<file path="config.mk">
export PLATFORM = sky130hd
export DESIGN_NAME = bp_stream_pump_out_arbiter
export DESIGN_NICKNAME = d
export VERILOG_FILES = /design/src/rtl/bp_stream_pump_out_arbiter.sv
export SDC_FILE = /design/constraint.sdc
export NUM_CORES = 1
export LEC_CHECK = 0
export BUFFER_PORTS_ARGS = -buffer_cell sky130_fd_sc_hd__buf_4
export CAP_MARGIN = 30
export CELL_PAD_IN_SITES_DETAIL_PLACEMENT = 1
export CELL_PAD_IN_SITES_GLOBAL_PLACEMENT = 1
export CORE_AREA = 2 2 153 155
export DETAILED_ROUTE_END_ITERATION = 16
export DIE_AREA = 0 0 155 157
export PLACE_DENSITY = 0.53
export SLEW_MARGIN = 30
export SYNTH_ARGS = -nofsm -noshare
export SYNTH_HDL_FRONTEND = slang
export SYNTH_SLANG_ARGS = --single-unit
</file>
<file path="constraint.sdc">
create_clock -name clk_i -period 3.75 [get_ports clk_i]
set_input_delay 0.5625 -clock clk_i [delete_from_list [all_inputs] [get_ports clk_i]]
set_output_delay 0.5625 -clock clk_i [all_outputs]
set_load 0.05 [all_outputs]
</file>
<file path="src/rtl/bp_stream_pump_out_arbiter.sv">
// Round-robin arbiter sharing one BedRock stream output bus; a grant is held across locked beats.
// Define BP_STREAM_ARB_FIXED_PRIO_EN for lowest-index-wins selection instead of round-robin.
module bp_stream_pump_out_arbiter #(
  parameter int num_req_p      = 2,
  parameter int header_width_p = 64,
  parameter int data_width_p   = 64,
  localparam int lg_num_req_lp = (num_req_p > 1) ? $clog2(num_req_p) : 1
) (
  input  logic                                  clk_i,
  input  logic                                  reset_n_i,
  input  logic [num_req_p*header_width_p-1:0]   req_header_i,
  input  logic [num_req_p*data_width_p-1:0]     req_data_i,
  input  logic [num_req_p-1:0]                  req_v_i,
  input  logic [num_req_p-1:0]                  req_lock_i,
  output logic [num_req_p-1:0]                  req_yumi_o,
  output logic [header_width_p-1:0]             mem_header_o,
  output logic [data_width_p-1:0]               mem_data_o,
  output logic                                  mem_v_o,
  output logic                                  mem_lock_o,
  input  logic                                  mem_yumi_i,
  output logic [num_req_p-1:0]                  grant_o,
  output logic                                  locked_o
);

  typedef enum logic {IDLE = 1'b0, LOCKED = 1'b1} state_e;

  logic [num_req_p-1:0][header_width_p-1:0] hdr;
  logic [num_req_p-1:0][data_width_p-1:0]   dat;
  assign hdr = req_header_i;
  assign dat = req_data_i;

  state_e                   state_r, state_n;
  logic [lg_num_req_lp-1:0] owner_r, owner_n, sel;
  logic                     has_sel, accept;
`ifndef BP_STREAM_ARB_FIXED_PRIO_EN
  logic [lg_num_req_lp-1:0] rr_ptr_r, rr_n, sel_nxt;
  int                       idx;
`endif

  // Selection: owner while locked, otherwise first valid requester in scan order.
  always_comb begin
    sel     = '0;
    has_sel = 1'b0;
`ifndef BP_STREAM_ARB_FIXED_PRIO_EN
    idx     = 0;
`endif
    if (state_r == LOCKED) begin
      sel     = owner_r;
      has_sel = 1'b1;
    end else begin
      for (int i = 0; i < num_req_p; i++) begin
`ifdef BP_STREAM_ARB_FIXED_PRIO_EN
        if (!has_sel && req_v_i[i]) begin
          has_sel = 1'b1;
          sel     = lg_num_req_lp'(i);
        end
`else
        idx = int'(rr_ptr_r) + i;
        if (idx >= num_req_p) idx = idx - num_req_p;
        if (!has_sel && req_v_i[idx]) begin
          has_sel = 1'b1;
          sel     = lg_num_req_lp'(idx);
        end
`endif
      end
    end
  end

  always_comb begin
    grant_o      = '0;
    req_yumi_o   = '0;
    mem_header_o = '0;
    mem_data_o   = '0;
    mem_lock_o   = 1'b0;
    mem_v_o      = 1'b0;
    if (has_sel) begin
      grant_o[sel]    = 1'b1;
      mem_header_o    = hdr[sel];
      mem_data_o      = dat[sel];
      mem_lock_o      = req_lock_i[sel];
      mem_v_o         = req_v_i[sel];
      // A yumi during an owner bubble is dropped rather than forwarded.
      req_yumi_o[sel] = mem_yumi_i & req_v_i[sel];
    end
  end

  assign accept   = mem_v_o & mem_yumi_i;
  assign locked_o = (state_r == LOCKED);

`ifndef BP_STREAM_ARB_FIXED_PRIO_EN
  assign sel_nxt = (sel == lg_num_req_lp'(num_req_p - 1)) ? '0 : sel + 1'b1;
`endif

  always_comb begin
    state_n = state_r;
    owner_n = owner_r;
`ifndef BP_STREAM_ARB_FIXED_PRIO_EN
    rr_n    = rr_ptr_r;
`endif
    if (accept) begin
      if (mem_lock_o) begin
        state_n = LOCKED;
        owner_n = sel;
      end else begin
        state_n = IDLE;
`ifndef BP_STREAM_ARB_FIXED_PRIO_EN
        rr_n    = sel_nxt;
`endif
      end
    end
  end

  always_ff @(posedge clk_i or negedge reset_n_i) begin
    if (!reset_n_i) begin
      state_r  <= IDLE;
      owner_r  <= '0;
`ifndef BP_STREAM_ARB_FIXED_PRIO_EN
      rr_ptr_r <= '0;
`endif
    end else begin
      state_r  <= state_n;
      owner_r  <= owner_n;
`ifndef BP_STREAM_ARB_FIXED_PRIO_EN
      rr_ptr_r <= rr_n;
`endif
    end
  end

  a_yumi_needs_v: assert property (@(posedge clk_i) disable iff (!reset_n_i) mem_yumi_i |-> mem_v_o);

endmodule

</file>
After elaboration in Yosys (flattened, before gate mapping)
Cells that the tools add are included.
{ "word_totals": {"reg_bits": 3, "latch_bits": 0, "mem_bits_rw": 0, "mem_bits_ro": 0, "inputBits": 263, "out_inout_bits": 135, "elab_cells": 57, "memories": 0} }
{ "classes": {"n_addsub": 4, "multipliers": 0, "div_mod_pow": 0, "order_cmp": 6, "n_eq_ne": 0, "shifts": 0, "n_mux": 35, "bitwise_logic": 4, "reduce_logical": 5} }
{ "ops": {"columns": ["operator", "n"], "rows": [
  ["$mux 64", 6],
  ["$mux 32", 4],
  ["$lt 32x3->1 const B", 2],
  ["$mux 1", 22],
  ["$mux 2", 2],
  ["$reduce_and 2->1", 2],
  ["$sub 1x2->3 const B", 1],
  ["$sub 2x2->3 const B", 1],
  ["$add 1x1->2 const B", 1],
  ["$and 1x1->1", 2],
  ["$and 2x2->2", 1],
  ["$ge 1x2->1 const B", 1],
  ["$ge 2x2->1 const B", 1],
  ["$logic_and 1x1->1", 2],
  ["$lt 1x2->1 const B", 1],
  ["$add 1x1->1 const B", 1],
  ["$demux 1 s1", 1],
  ["$ge 1x1->1 const B", 1],
  ["$logic_not 1->1", 1],
  ["$not 1->1", 1]
]} }

Logic depth before layout (Yosys ltp)
Gate-level depths: netlist of run 1.
{ "depth": {"depth_word": 18, "depth_mapped": 6, "mapped_depth_nobuf": 5} }

Worst setup path before layout of run 1
Ideal clock, no wire load.
{ "synth_timing": {"kind": "reg2out", "start": "reg state_r (netlist: locked_o)", "end": "out req_yumi_o[1]", "t_arrival_ns": 2.228, "required_time_ns": 3.188, "setup_slack_ns": 0.960, "path_stages_with_launch": 5, "n_path_buf": 1, "path_cell_list": "dfrtp_1 nand2b_1 o21ai_2 buf_2 nor2b_1"} }
{ "synth_via": {"elab_chain_len": 7, "elab_cells_between_ends": 12, "classes_between": "order compare: 2; mux: 7; bitwise: 2; reduce/logical: 1"} }
{ "synth_lines": {"columns": ["element", "line", "source"], "rows": [
  ["from (decl)", "32", "state_e state_r, state_n;"],
  ["from (signal assigned)", "121", "state_r <= state_n;"],
  ["$mux 1", "47", "if (state_r == LOCKED) begin"],
  ["$lt 1x2->1 (implied by the code) or $ge 1x1->1 (tied branches)", "83", "req_yumi_o[sel] = mem_yumi_i & req_v_i[sel];"],
  ["$logic_and 1x1->1 (implied by the code)", "83", null],
  ["$mux 1 (implied by the code)", "83", null],
  ["$demux 1 s1", "83", null],
  ["$and 2x2->2 (no line)", null, null],
  ["$mux 2 (*)", "76", "if (has_sel) begin"],
  ["to (decl)", "15", "output logic [num_req_p-1:0] req_yumi_o,"]
]} }
Mark *: on every way between the ends. The rest lies on a longest branch, timed or not. The select of a mux whose other input is x is not followed.

Final worst setup path of run 1
{ "layout_timing": {"start": "in req_v_i[1]", "end": "out mem_header_o[9]"} }
{ "layout_via": {"elab_chain_len": 12, "elab_cells_between_ends": 18, "classes_between": "mux: 16; reduce/logical: 2"} }
{ "layout_lines": {"columns": ["element", "line", "source"], "rows": [
  ["from (decl)", "13", "input logic [num_req_p-1:0] req_v_i,"],
  ["$mux 1 (implied by the code) (3 in series)", "60", "if (!has_sel && req_v_i[idx]) begin"],
  ["$mux 1", "60", null],
  ["$mux 1", "47", null],
  ["$logic_not 1->1", "60", null],
  ["$logic_and 1x1->1", "60", null],
  ["$mux 1", "60", null],
  ["$mux 1", "47", null],
  ["$mux 64 (implied by the code) (2 in series)", "78", "mem_header_o = hdr[sel];"],
  ["$mux 64 (*)", "76", null],
  ["to (decl)", "16", "output logic [header_width_p-1:0] mem_header_o,"]
]} }
Marks and branches as above.

==> reports/results.tsv, run 1 <==
metric	value	unit
clock-sinks	3	
antenna_found_initial	0	
skew	0.0307	ps
ios	398	
relSlewSlack	0.547	
cts_hold_buffers	0	
end_kind	output pin	
ys_seq_elements	3	
fin_crit_sh	0.772	
overflow	0	
fillers	2739	
avgRoutedWirePerCell	17.6	µm
fin_cells	847	
crit_type	primary input to output pin	
synth_fp_nets	447	
yosysTopAreaCell	a22o_1	
grt_pass1_vias	3676	
yosysUniqueCellTypes	23	
synth.area.top_cells	a22o_1, buf_6, dfrtp_1, buf_2, mux2_2	
rows	55	
setup_viol	0	
htreeDepth	1	
start_util	0.0701	
clk_pin_slew	30	ps
crit_arrival	2330	ps
coreArea	22500	µm²
crit_required	3190	ps
status	finished clean	
fmax	346	MHz
rrSetupSlack	1870	ps
final_nets	826	
post_cts_buffers	0	
dieWidth	155	µm
syn_avg_cell_area	8.57	µm²
grt_usage	0.109	
worst_hold_slack	131	ps
die-area	24300	µm²
ant_nets	0	
dp_hpwl	12800	µm
synth_top_area_share	0.716	
drive_above_1_share	0.730	
layout_common_cells	buf_4, a22o_1, nor2b_1, clkbuf_16, dfrtp_1	
root_buffer	clkbuf_16	
drt_wl_total	14900	µm
grt_start_max_net_pins	112	
ctsLongestPathBuffers	2	
cellPowerDensity	913	nW/µm²
vdd_drop_max	0.274	mV
hold_violations	0	
area_growth	208	%
start_kind	primary input	
holdCritPathClass	primary input to asynchronous set/reset pin	
worstPathMaxFanout	70	
reg2reg_from	locked_o	
port_buffers	397	
dp_cells	843	
worstPathCellList	buf_4 > a21bo_1 > mux2_2 > inv_4 > buf_12 > a22o_1 > buf_4	
dieHeight	157	µm
leakage	2.67	nW
cts_inserted_buffers	3	
gp_congestion	0.737	
ys_seq_area_frac	0.0476	
maxCapViolations	0	
post_dp_cell_area	4790	µm²
drtIter0Drc	163	
firstDrtPassIters	4	
clkLatencyLatePin	220	ps
synthesis.area	1580	µm²
ys.warnings.count	0	
syn_inst	184	
maxSlewViolCount	0	
cpMostUsedCell	buf_4	
routed-via-count	3355	
tightest_slew	679	ps
cts_tree	built	
rsz0062_at_grt	false	
routed_via_density	3.96	
drc	0	
slowest_delay	320	ps
final_common_cell	buf_4	
fin_tns_setup	0	ps
min_period	2890	ps
final_area	4870	µm²
grt_pass1_wl	20700	µm
cts-resized-gates	0	
slowest_stage	buf_12	
diodes	0	
reg2reg_depth	5	
reg2reg_to	locked_o	
[routing by layer]
layer  routed length [µm]  global-route usage
met1                 5600               0.116
met2                 7630               0.213
met3                 1490              0.0341
met4                  170              0.0176
met5                    0                   0
[how the worst max path moves through the flow]
| stage | startpoint | to | slack [ps] | cells past startpoint |
|---|---|---|---|---|
| floorplan | locked_o | req_yumi_o[1] | 960 | 4 |
| global placement | req_v_i[1] | mem_data_o[60] | 860 | 7 |
| detailed placement | req_v_i[1] | mem_header_o[9] | 860 | 7 |
| CTS | req_v_i[1] | mem_header_o[9] | 850 | 7 |
| global route | locked_o | mem_header_o[9] | 730 | 5 |
| finish | req_v_i[1] | mem_header_o[9] | 860 | 7 |
[cell type report]
type / instances / area, µm² / area share
sequential: 3 / 75.1 / 0.0154
multi-input combinational: 150 / 1300 / 0.267
timing repair buffer: 402 / 3040 / 0.625
tap: 285 / 357 / 0.0733
inverter: 3 / 13.8 / 0.00283
clock buffer: 4 / 78.8 / 0.0162
[metrics by stage]
stage	setup WS [ps]	total power [mW]	utilization
after detailed placement	857	4.32	0.213
after global placement	860	4.32	0.213
final	856	4.44	0.216
after floorplan	960	3.04	-
after CTS	851	4.49	0.216
after global routing	734	4.64	0.216
[power breakdown]
group / internal [mW] / total (mW) / switching, mW
Clock: 0.140 / 0.167 / 0.0268
Sequential: 0.0449 / 0.0658 / 0.0209
Combinational: 1.32 / 4.21 / 2.88
Total: 1.51 / 4.44 / 2.93
[cell families (layout without fill, tap and decap cells)]
kind of cell / Yosys count / count (layout) / share of synthesized area
buf+inv: 31 / 409 / 0.134
flops: 3 / 3 / 0.0476
mux: 3 / 3 / 0.0214
compound gates: 138 / 138 / 0.764
simple gates: 9 / 9 / 0.0333
[cells in the mapped netlist]
master    count
a22o_1      129
buf_2        13
buf_6        10
clkbuf_1      4
dfrtp_1       3
nor2b_1       3
a211oi_1      2
inv_1         2
mux2_2        2
nand2b_1      2
nor2_1        2
a21bo_1       1
a21boi_0      1
buf_4         1
inv_2         1
mux2_1        1
nand2_1       1
nor3_2        1
o21ai_2       1
o21bai_1      1
o221ai_1      1
o32ai_1       1
o41ai_1       1
[sequential cells by signal, indices dropped and copies added (netlist names)]
register  flops
rr_ptr_r      1
owner_r       1
locked_o      1
[critical path: cells and delay by family]
| kind | cells | cell delay (ps) |
|---|---|---|
| buf+inv | 4 | 960 |
| compound gates | 2 | 430 |
| mux | 1 | 310 |
No activity file was read; power rests on OpenSTA's default activity.
==> inputs of run 2 (changes only) <==
CORE_AREA = 2 2 155 157   (was 2 2 153 155)
DIE_AREA = 0 0 157 159   (was 0 0 155 157)
PLACE_DENSITY = 0.52   (was 0.53)
clock period = 2.72 ns   (was 3.75 ns; I/O delays follow)
==> run 2 against run 1 <==
Die area increased by 2.6%. Clock skew is 1.1 ps higher. Register-to-register slack lost 950 ps. Design area increased by 2.1%. Non-clock buffer count is 2 higher. Worst setup slack got worse by 620 ps. Clock-buffer cell count is the same. Sequential power rose by 34%. Routed wire length down 5.0%. Cell count increased by 4.4%. Clock power grew 41%.
==> reports/results.tsv, run 2 (same netlist as run 1, synthesis figures left out) <==
metric	value	unit	change
fin_crit_sh	0.914		
drive_above_1_share	0.729		was 0.730
crit_start	locked_o		was req_v_i[1]
reg2reg_depth	6		was 5
internal_power	2.13	mW	was 1.51 mW
dieWidth	157	µm	was 155 µm
final_nets	828		was 826
avgRoutedWirePerCell	16.0	µm	was 17.6 µm
worstPathMaxFanout	59		was 70
power_switching	4.00	mW	was 2.93 mW
coreArea	23200	µm²	was 22500 µm²
grt_start_max_net_pins	69		was 112
p_total	6.13	mW	was 4.44 mW
routed-via-count	3310		was 3355
root_buffer	clkbuf_16		unchanged
setup_viol	0		unchanged
crit_arrival	2080	ps	was 2330 ps
routed_via_density	3.74		was 3.96
area_growth	215	%	was 208%
rsz0062_at_grt	false		unchanged
grt_pass1_vias	3583		was 3676
gp_congestion	0.847		was 0.737
rows	56		was 55
crit_type	register to output pin		was primary input to output pin
start_kind	register		was primary input
dp_hpwl	12000	µm	was 12800 µm
rrSetupSlack	920	ps	was 1870 ps
comb_power_share	0.947		was 0.948
cts_inserted_buffers	3		unchanged
vdd_drop_max	0.477	mV	was 0.274 mV
cts-resized-gates	0		unchanged
hold_violations	0		unchanged
dieHeight	159	µm	was 157 µm
die-area	25000	µm²	was 24300 µm²
htreeDepth	1		unchanged
final_common_cell	buf_4		unchanged
maxCapViolations	0		unchanged
clk_pin_slew	30	ps	about the same
grt_usage	0.101		was 0.109
drtIter0Drc	113		was 163
skew	1.16	ps	was 0.0307 ps
grt_pass1_wl	19800	µm	was 20700 µm
p_seq_frac	0.014		was 0.015
antenna_found_initial	1		was 0
drt_wl_total	14100	µm	was 14900 µm
power_frac_clock	0.038		about the same
maxSlewViolCount	0		unchanged
drc	0		unchanged
fmax	402	MHz	
firstDrtPassIters	4		unchanged
clock-sinks	3		unchanged
holdCritPathClass	primary input to register		was primary input to asynchronous set/reset pin
overflow	0		unchanged
tightest_slew	738	ps	was 679 ps
ctsLongestPathBuffers	2		unchanged
ios	398		unchanged
fin_tns_setup	0	ps	unchanged
status	finished clean		unchanged
start_util	0.0680		was 0.0701
min_period	2490	ps	
cellPowerDensity	1230	nW/µm²	was 913 nW/µm²
end_kind	output pin		unchanged
cts_tree	built		unchanged
reg2reg_from	locked_o		unchanged
crit_required	2310	ps	was 3190 ps
reg2reg_to	locked_o		unchanged
port_buffers	397		unchanged
relSlewSlack	0.508		was 0.547
clkLatencyLatePin	220	ps	about the same
leakage	2.70	nW	was 2.67 nW
worstHoldStart	req_lock_i[1]		
crit_end	mem_header_o[8]		was mem_header_o[9]
p_sw_frac	0.652		was 0.660
ant_nets	0		unchanged
layout_common_cells	buf_4, a22o_1, buf_12		was buf_4, a22o_1, nor2b_1, clkbuf_16, dfrtp_1
-- run 2: critical path: stages, from the launching register on --
cell	delay, ps
dfrtp_1	450
nand2b_1	230
o21ai_4	180
buf_12	210
buf_12	260
a22o_1	220
buf_4	200
-- run 2: final cells by class --
| type | count | area (µm²) |
|---|---|---|
| Fill cell | 2774 | 18200 |
| Timing Repair Buffer | 404 | 3100 |
| Inverter | 3 | 13.8 |
| Multi-Input combinational cell | 150 | 1300 |
| Tap cell | 319 | 399 |
| Clock buffer | 4 | 78.8 |
| Sequential cell | 3 | 75.1 |
| Antenna cell | 1 | 2.50 |
-- run 2: timing repair --
| action | CTS | global route |
|---|---|---|
| hold buffers | 1 | 0 |
| setup buffers | 0 | 0 |
| endpoints found under the setup margin | 0 | 0 |
| endpoints found under the hold margin | 3 | 0 |
-- run 2: per-stage QoR --
step	worst slack (ps)	std cells	hold slack, ps	area, µm²	utilization
floorplan	84.2	184	112	1580	-
global placement	425	878	201	4870	0.210
detailed placement	447	878	202	4870	0.210
CTS	227	883	498	4960	0.214
global route	108	884	520	4970	0.214
finish	234	884	500	4970	0.214
-- run 2: worst min-delay path by stage --
stage                           to  slack, ps  depth (start not counted)
after floorplan           locked_o        110                          0
after global placement    locked_o        200                          1
after detailed placement  locked_o        200                          1
after CTS                 rr_ptr_r        500                          3
after global routing       owner_r        520                          2
final                     rr_ptr_r        500                          3
-- run 2: power by group through the flow --
stage | clock network, mW | logic, mW | registers (mW)
6_report | 0.236 | 5.81 | 0.0885
5_1_grt | 0.243 | 6.06 | 0.0929
4_1_cts | 0.240 | 5.87 | 0.0894
3_5_place_dp | 0 | 5.86 | 0.0886
3_3_place_gp | 0 | 5.91 | 0.0885
2_1_floorplan | 0 | 4.09 | 0.106
-- run 2: layer usage --
metal  vias to the layer above  GRT usage  part of all wire
met3                         8     0.0269              0.11
met1                      1501      0.100              0.35
met5                         -          0                 0
li1                       1562          -                 -
met4                         0     0.0271             0.015
met2                       239      0.202              0.52
